**config.mk**
```make
export PLATFORM = sky130hd
export DESIGN_NAME = btn_cmd_sched
export DESIGN_NICKNAME = d
export VERILOG_FILES = /design/src/rtl/btn_sched_pkg.sv /design/src/rtl/btn_cmd_sched_rr_arbiter.sv /design/src/rtl/btn_cmd_sched.sv
export SDC_FILE = /design/constraint.sdc
export NUM_CORES = 1
export LEC_CHECK = 0
export ABC_AREA = 1
export BUFFER_PORTS_ARGS = -buffer_cell sky130_fd_sc_hd__buf_2
export CELL_PAD_IN_SITES_DETAIL_PLACEMENT = 2
export CELL_PAD_IN_SITES_GLOBAL_PLACEMENT = 2
export CORE_MARGIN = 5
export CORE_UTILIZATION = 29
export DETAILED_ROUTE_END_ITERATION = 10
export PLACE_DENSITY_LB_ADDON = 0.1
export SLEW_MARGIN = 20
export SYNTH_ARGS = -nofsm -noshare
export SYNTH_HDL_FRONTEND = slang
export SYNTH_HIERARCHICAL = 1
export SYNTH_SLANG_ARGS = --single-unit
```
**constraint.sdc**
```tcl
create_clock -name clk -period 1.65 [get_ports clk]
set_input_delay 0 -clock clk [delete_from_list [all_inputs] [get_ports clk]]
set_output_delay 0 -clock clk [all_outputs]
set_load 0.01 [all_outputs]
```
**src/rtl/btn_sched_pkg.sv**
```systemverilog
// rtl/btn_sched_pkg.sv - shared types and defaults for the button command scheduler
package btn_sched_pkg;

    typedef enum logic [1:0] {
        IDLE  = 2'd0,
        ISSUE = 2'd1,
        GAP   = 2'd2
    } sched_state_t;

    localparam int DEF_N_BTN   = 4;
    localparam int DEF_GAP_CYC = 16;
    localparam int DEF_REP_DLY = 1000000;
    localparam int DEF_REP_PER = 250000;

    function automatic int id_w(input int n);
        return (n > 1) ? $clog2(n) : 1;
    endfunction

endpackage

```
**src/rtl/btn_cmd_sched_rr_arbiter.sv**
```systemverilog
// rtl/btn_cmd_sched_rr_arbiter.sv - combinational round-robin pick of the first request at or after ptr
module rr_arbiter
    import btn_sched_pkg::*;
#(
    parameter int N    = DEF_N_BTN,
    parameter int ID_W = id_w(DEF_N_BTN)
) (
    input  logic [N-1:0]    req,
    input  logic [ID_W-1:0] ptr,
    output logic            gnt_valid,
    output logic [ID_W-1:0] gnt_id
);

    logic [N-1:0]  rot;
    logic [ID_W:0] sum;

    // Rotate so the pointer sits at bit 0, then the lowest set bit is the winner.
    always_comb begin
        rot       = N'({req, req} >> ptr);
        gnt_valid = 1'b0;
        sum       = '0;
        for (int j = N - 1; j >= 0; j--) begin
            if (rot[j]) begin
                gnt_valid = 1'b1;
                sum       = {1'b0, ptr} + (ID_W + 1)'(j);
            end
        end
        if (sum >= (ID_W + 1)'(N)) begin
            sum = sum - (ID_W + 1)'(N);
        end
        gnt_id = sum[ID_W-1:0];
    end

endmodule

```
**src/rtl/btn_cmd_sched.sv**
```systemverilog
// rtl/btn_cmd_sched.sv - press latch, round-robin command issue and post-command gap; AUTO_REPEAT_EN adds held-button repeat
module btn_cmd_sched
    import btn_sched_pkg::*;
#(
    parameter int N_BTN   = DEF_N_BTN,
    parameter int GAP_CYC = DEF_GAP_CYC,
    parameter int REP_DLY = DEF_REP_DLY,
    parameter int REP_PER = DEF_REP_PER
) (
    input  logic                   clk,
    input  logic                   reset,
    input  logic [N_BTN-1:0]       btn_pulse,
    input  logic [N_BTN-1:0]       btn_level,
    output logic                   cmd_valid,
    output logic [id_w(N_BTN)-1:0] cmd_id,
    input  logic                   cmd_ready,
    output logic [N_BTN-1:0]       pending,
    output logic                   drop_flag
);

    localparam int ID_W = id_w(N_BTN);
    localparam int GW   = (GAP_CYC > 1) ? $clog2(GAP_CYC) : 1;
    localparam logic [GW-1:0] GAP_LAST = GW'((GAP_CYC > 0) ? GAP_CYC - 1 : 0);

    sched_state_t    state_q, state_d;
    logic [ID_W-1:0] cmd_id_q, id_d;
    logic [ID_W-1:0] ptr_q, ptr_d;
    logic [GW-1:0]   gap_q, gap_d;
    logic [N_BTN-1:0] pending_q, press, clr, rep_fire;
    logic            drop_q, handshake, gnt_valid;
    logic [ID_W-1:0] gnt_id;

    rr_arbiter #(.N(N_BTN), .ID_W(ID_W)) u_arb (
        .req      (pending_q),
        .ptr      (ptr_q),
        .gnt_valid(gnt_valid),
        .gnt_id   (gnt_id)
    );

`ifdef AUTO_REPEAT_EN
    localparam int DW = (REP_DLY > 0) ? $clog2(REP_DLY + 1) : 1;
    localparam int PW = (REP_PER > 1) ? $clog2(REP_PER) : 1;

    logic [DW-1:0] dly_q [N_BTN];
    logic [PW-1:0] per_q [N_BTN];

    // dly_q saturates at REP_DLY; per_q then cycles through the repeat period.
    always_ff @(posedge clk) begin
        for (int i = 0; i < N_BTN; i++) begin
            if (reset || !btn_level[i]) begin
                dly_q[i] <= '0;
                per_q[i] <= '0;
            end else if (dly_q[i] != DW'(REP_DLY)) begin
                dly_q[i] <= dly_q[i] + 1'b1;
            end else if (per_q[i] == PW'(REP_PER - 1)) begin
                per_q[i] <= '0;
            end else begin
                per_q[i] <= per_q[i] + 1'b1;
            end
        end
    end

    always_comb begin
        rep_fire = '0;
        for (int i = 0; i < N_BTN; i++) begin
            rep_fire[i] = btn_level[i] && (dly_q[i] == DW'(REP_DLY)) && (per_q[i] == '0);
        end
    end
`else
    logic unused_level;
    assign unused_level = ^btn_level;
    assign rep_fire     = '0;
`endif

    always_comb begin
        state_d   = state_q;
        id_d      = cmd_id_q;
        ptr_d     = ptr_q;
        gap_d     = gap_q;
        handshake = 1'b0;
        case (state_q)
            IDLE: begin
                if (gnt_valid) begin
                    state_d = ISSUE;
                    id_d    = gnt_id;
                end
            end
            ISSUE: begin
                if (cmd_ready) begin
                    handshake = 1'b1;
                    ptr_d     = (cmd_id_q == ID_W'(N_BTN - 1)) ? '0 : cmd_id_q + 1'b1;
                    gap_d     = '0;
                    state_d   = (GAP_CYC == 0) ? IDLE : GAP;
                end
            end
            GAP: begin
                if (gap_q == GAP_LAST) begin
                    state_d = IDLE;
                end else begin
                    gap_d = gap_q + 1'b1;
                end
            end
            default: state_d = IDLE;
        endcase
    end

    // A press landing on its own clear cycle is kept and is not a drop.
    assign press = btn_pulse | rep_fire;
    assign clr   = handshake ? (N_BTN'(1) << cmd_id_q) : '0;

    always_ff @(posedge clk) begin
        if (reset) begin
            state_q   <= IDLE;
            cmd_id_q  <= '0;
            ptr_q     <= '0;
            gap_q     <= '0;
            pending_q <= '0;
            drop_q    <= 1'b0;
        end else begin
            state_q   <= state_d;
            cmd_id_q  <= id_d;
            ptr_q     <= ptr_d;
            gap_q     <= gap_d;
            pending_q <= (pending_q & ~clr) | press;
            drop_q    <= drop_q | (|(press & pending_q & ~clr));
        end
    end

    assign cmd_valid = (state_q == ISSUE);
    assign cmd_id    = cmd_id_q;
    assign pending   = pending_q;
    assign drop_flag = drop_q;

endmodule

```
; Word level (Yosys, flattened, before mapping)
; Index checks and enable logic that the tools add are counted.
[classes]
add_sub_neg = 6
mul = 0
n_div = 0
order_cmp = 1
n_eq_ne = 8
n_shift = 2
n_mux = 20
bitwise_logic = 6
reduce_logical = 7
[ops]
columns = operator, count
row1 = $and 4x4->4, 3
row2 = $mux 3, 4
row3 = $mux 4, 3
row4 = $mux 2, 5
row5 = $pmux 4 s2, 1
row6 = $shr 8x2->4, 1
row7 = $add 2x2->3 const B, 2
row8 = $mux 1, 6
row9 = $ne 2x2->1 const B, 3
row10 = $pmux 2 s3, 1
row11 = $reduce_and 3->1, 2
row12 = $add 4x1->4 const B, 1
row13 = $eq 2x2->1 const B, 2
row14 = $eq 4x4->1 const B, 1
row15 = $not 4->4, 1
row16 = $or 4x4->4, 1
row17 = $reduce_and 2->1, 2
row18 = $reduce_or 4->1, 1
row19 = $shl 1x2->4 const A, 1
row20 = $add 2x1->3 const B, 1
row21 = $ge 3x3->1 const B, 1
row22 = $add 2x1->2 const B, 1
row23 = $eq 2x1->1 const B, 1
row24 = $logic_not 2->1, 1
row25 = other kinds (4), 4
[totals]
ff_bits = 15
latchBits = 0
mem_bits_rw = 0
rom_bits = 0
inputBits = 11
out_inout_bits = 8
wordCells = 56
n_memories = 0

; Logic depth before layout (Yosys ltp)
[logic_depth]
word_depth = 7
ltp_mapped = 12
depth_no_buf = 11

; Hierarchy
; The synthesis kept the hierarchy.
[modules_own_cells]
columns = module, n_inst, cells_per_inst, area_each_um2, seq_area_each_um2
row1 = btn_cmd_sched, 1, 94, 710.7, 300.3
row2 = rr_arbiter, 1, 46, 242.7, 0.0

; Worst setup path after synthesis
; No wires, ideal clock.
[synth_path]
kind = register to register
from = reg pending_q[3], in the netlist pending[3]
to = reg cmd_id_q[0], in the netlist cmd_id[0]
setup_ns = 0.086
t_arrival_ns = 1.211
required_time_ns = 1.564
path_slack_ns = 0.353
stages_incl_launch_ff = 9
path_buffers = 0
synth_period_minus_slack_ns = 1.297
cell_sequence = dfxtp_1 -> inv_1 -> nand2_1 -> nand3_1 -> nand2_1 -> inv_1 -> nand4_1 -> nand3_1 -> a211oi_1
[synth_via]
elab_cells_between_ends = 13
classes_between = add/sub: 1 / order compare: 1 / shift: 1 / mux: 9 / reduce/logical: 1
[synth_lines]
columns = element, line_no
row1 = from (decl), btn_cmd_sched.sv:29  ; logic [N_BTN-1:0] pending_q, press, clr, rep_fire;
row2 = from (signal assigned), btn_cmd_sched.sv:124  ; pending_q <= (pending_q & ~clr) | press;
row3 = $shr 8x2->4 (*), btn_cmd_sched_rr_arbiter.sv:19  ; rot = N'({req, req} >> ptr);
row4 = $mux 1 (3 in a row), btn_cmd_sched_rr_arbiter.sv:23  ; if (rot[j]) begin
row5 = $mux 1 (*), btn_cmd_sched_rr_arbiter.sv:23
row6 = via gnt_valid, btn_cmd_sched.sv:30  ; logic drop_q, handshake, gnt_valid;
row7 = $reduce_and 2->1 (no line) (*), -
row8 = to (signal assigned), btn_cmd_sched.sv:121  ; cmd_id_q <= id_d;
row9 = to (decl), btn_cmd_sched.sv:26  ; logic [ID_W-1:0] cmd_id_q, id_d;
; The timed path passes the listed nets; every way through them passes the cells marked *.
; A chain may end at the register's enable or synchronous reset.

; Final worst setup path
[layout_path]
from = reg ptr_q[0]
to = reg cmd_id_q[1], in the netlist cmd_id[1]
[layout_via]
elab_cells_between_ends = 16
classes_between = add/sub: 4 / order compare: 1 / shift: 1 / mux: 9 / reduce/logical: 1
[layout_lines]
columns = element, line_no
row1 = from (decl), btn_cmd_sched.sv:27  ; logic [ID_W-1:0] ptr_q, ptr_d;
row2 = from (signal assigned), btn_cmd_sched.sv:122  ; ptr_q <= ptr_d;
row3 = $shr 8x2->4 (*), btn_cmd_sched_rr_arbiter.sv:19
row4 = $mux 1 (3 in a row), btn_cmd_sched_rr_arbiter.sv:23
row5 = $mux 1 (*), btn_cmd_sched_rr_arbiter.sv:23
row6 = via gnt_valid, btn_cmd_sched.sv:30
row7 = $reduce_and 2->1 (no line) (*), -
; Marks and branches as above.

==> metrics.cfg <==
[outcome]
status=complete, no violations

[route]
drtIter0Drc=22
vias=961
drtAntennaViolNets=0
drc=0
drt-pass1-iter-count=3
post_drt_via_cell_ratio=4.71
drt-total-wl_mm=2.78
wl_per_cell_um=13.6

[global_routing]
grt_max_degree=16
grt_pass1_wl_mm=4.90
grt_pass1_vias=1091
antenna_found_initial=0
grt_usage=0.146
grt.overflow.total=0

[timing]
slew_headroom=0.791
timing_hold_violations_final=0
skew_ps=3.81
fmax_mhz=685
final_max_slew_viol_count=0
setup_viol=0
tightestPinTransition_ps=313
min_period_ps=1460
period_share=0.885
worst_hold_slack_ps=52.4
finalSetupTns_ps=0
grt_setup_unrepaired=false

[min_path]
hold_class=in2reg

[clock_tree]
cts_made_buffers=3
clockBufferDepth=2
cts_tree=built
cts_root_buf=clkbuf_4
clkTransAtPathRegs_ps=100
insertion_delay_ps=280
clock-sinks=15
h-tree-depth=1
post_cts_buffers=0

[synth]
synth-seq-cells=15
syn-num-nets=156
yosysTopAreaCellShare=0.315
synth_cell_types=24
async_flop_share=0
yosys.area.top_type=dfxtp_1
syn-cell-area_sq_um=953
synth_edf_count=0
yosys-top-cells-count=33 x nand2_1, 16 x nand3_1, 15 x dfxtp_1, 15 x inv_1, 14 x nor2_1
synth_most_common_cell=nand2_1
synth_cells=140
synth_ff_type=dfxtp_1
avgSynthCellArea_sq_um=6.81
synth_seq_area_share=0.315
yosys-top-cells-area=dfxtp_1 31%, nand2_1 13%, nand3_1 8.4%
yosysWarnings=6

[cells_and_area]
fill_cells=389
post-route-util=0.367
multi_input_area_sq_um=553
synthToLayoutAreaGrowth_pct=19.3
drive_gt1_frac=0.250
nNetsFinal=177
n_antenna_cell=0
seqCellArea_sq_um=304
layout.cells.non_filler=204

[floorplanning]
die_w_um=67.3
dieHeight_um=67.3
dieArea_sq_um=4530
rows=20
core_area_sq_um=3100
io_pins=19
start_util=0.307

[power_and_ir_drop]
combPwrFrac=0.396
power_switching_uw=476
pwr-share-clk=0.187
swShare=0.414
power_frac_seq=0.417
power_uw=1150
power.density_cell_area_nw_per_um2=1010
leakage_uw=0.000562
ir_worst_vdd_mv=0.395
p_int_uw=674

[setup_path]
cp-start-kind=flop
r2r_slack_ps=190
cp-end-kind=flop
cp_data_required_time_ps=1860
cpLargestDelayFamily=simple AND/OR/NAND/NOR gates
path_class=reg2reg
path_cells=nand2_1 -> nand3_1 -> nand2_2 -> a21oi_1 -> nand4_1 -> nand3_1 -> nor2_1 -> a211oi_1
critPathMaxFanout=7
cpMostUsedCell=nand3_1
cpMaxStageDelayCell=dfxtp_2
critPathArrivalTime_ps=1670
critPathMaxStageDelay_ps=440
worst-path-buf-inv=0

[placed_design]
portBuffers=14
dp_hpwl_mm=2.21
place_congestion=0.753
placedCellCount=196

[flow_run]
cap_violations=0

-- sequential cells by signal, indices dropped and copies added, names as in the netlist --
name	count
ptr_q	2
drop_flag	1
pending	4
state_q	2
gap_q	4
cmd_id	2
-- metrics by stage --
stage               instance area, sq um  setup slack [ps]
floorplan                            953               353
CTS                                 1130              8.04
global route                        1140              27.4
global placement                    1070               103
finish                              1140               190
detailed placement                  1070              38.7
-- timing repair --
item                       4_1_cts  5_1_grt
setup endpoints to repair        0        3
hold buffers                     4        0
gates resized for setup          0        3
hold endpoints to repair         4        0
-- final timing paths --
| check | from | cells past startpoint | endpoint |
|---|---|---|---|
| min | cmd_ready | 3 | ptr_q[1]$_SDFFE_PP0P_ |
| min reg2reg | gap_q[1]$_SDFFE_PP0P_ | 2 | gap_q[1]$_SDFFE_PP0P_ |
| max | ptr_q[0]$_SDFFE_PP0P_ | 8 | cmd_id[1]$_SDFFE_PP0P_ |
| max reg2reg | ptr_q[0]$_SDFFE_PP0P_ | 8 | cmd_id[1]$_SDFFE_PP0P_ |
-- final cells by class --
type / instances / share of cell area
clock buffers: 3 / 0.0198
clock inverters: 1 / 0.00440
inverters: 20 / 0.0704
multi-input cells: 102 / 0.486
flip-flops and latches: 15 / 0.267
well taps: 44 / 0.0484
repair buffers: 19 / 0.103
-- metal layers --
metal | share of wire | GRT usage | routed length, um | vias to the layer above
met1 | 0.42 | 0.164 | 1180 | 464
met4 | 0.0061 | 0.0329 | 17 | 0
met3 | 0.024 | 0.0366 | 66 | 2
li1 | - | - | - | 486
met2 | 0.55 | 0.275 | 1520 | 9
met5 | 0 | 0 | 0 | -
-- tightest hold or removal path, delay by kind of cell --
family,cells,cell delay (ps)
AO/OA/AOI/OAI,1,60
buffers and inverters,1,150
AND/OR/NAND/NOR,1,100
-- power by group through the flow --
stage / combinational [uW] / clock, uW / sequential, uW
CTS: 468 / 230 / 480
detailed placement: 457 / 0 / 488
finish: 456 / 215 / 479
global placement: 434 / 0 / 484
floorplan: 324 / 0 / 478
global route: 528 / 244 / 490
-- cell usage in the layout (no fill, tap or decap), types with 2 or more instances in the layout --
cell	n
xnor2_1	2
nand4_1	3
nor2_1	14
a211oi_1	2
dlygate4sd3_1	4
nand2_1	33
dfxtp_2	3
dfxtp_1	12
a21oi_1	11
nand2_4	2
nand2_2	7
inv_2	4
buf_2	14
ha_1	5
clkbuf_4	3
nand3_1	16
inv_1	15
-- kinds of logic (layout without fill, tap and decap cells) --
| group | Yosys count | in the layout | synth area share |
|---|---|---|---|
| simple gates | 79 | 79 | 0.400 |
| compound gates | 15 | 15 | 0.0866 |
| flops | 15 | 15 | 0.315 |
| fa+ha+maj | 5 | 5 | 0.0656 |
| xor+xnor | 3 | 3 | 0.0276 |
| buf+inv | 23 | 43 | 0.105 |
Power figures use the tool's default switching activity.
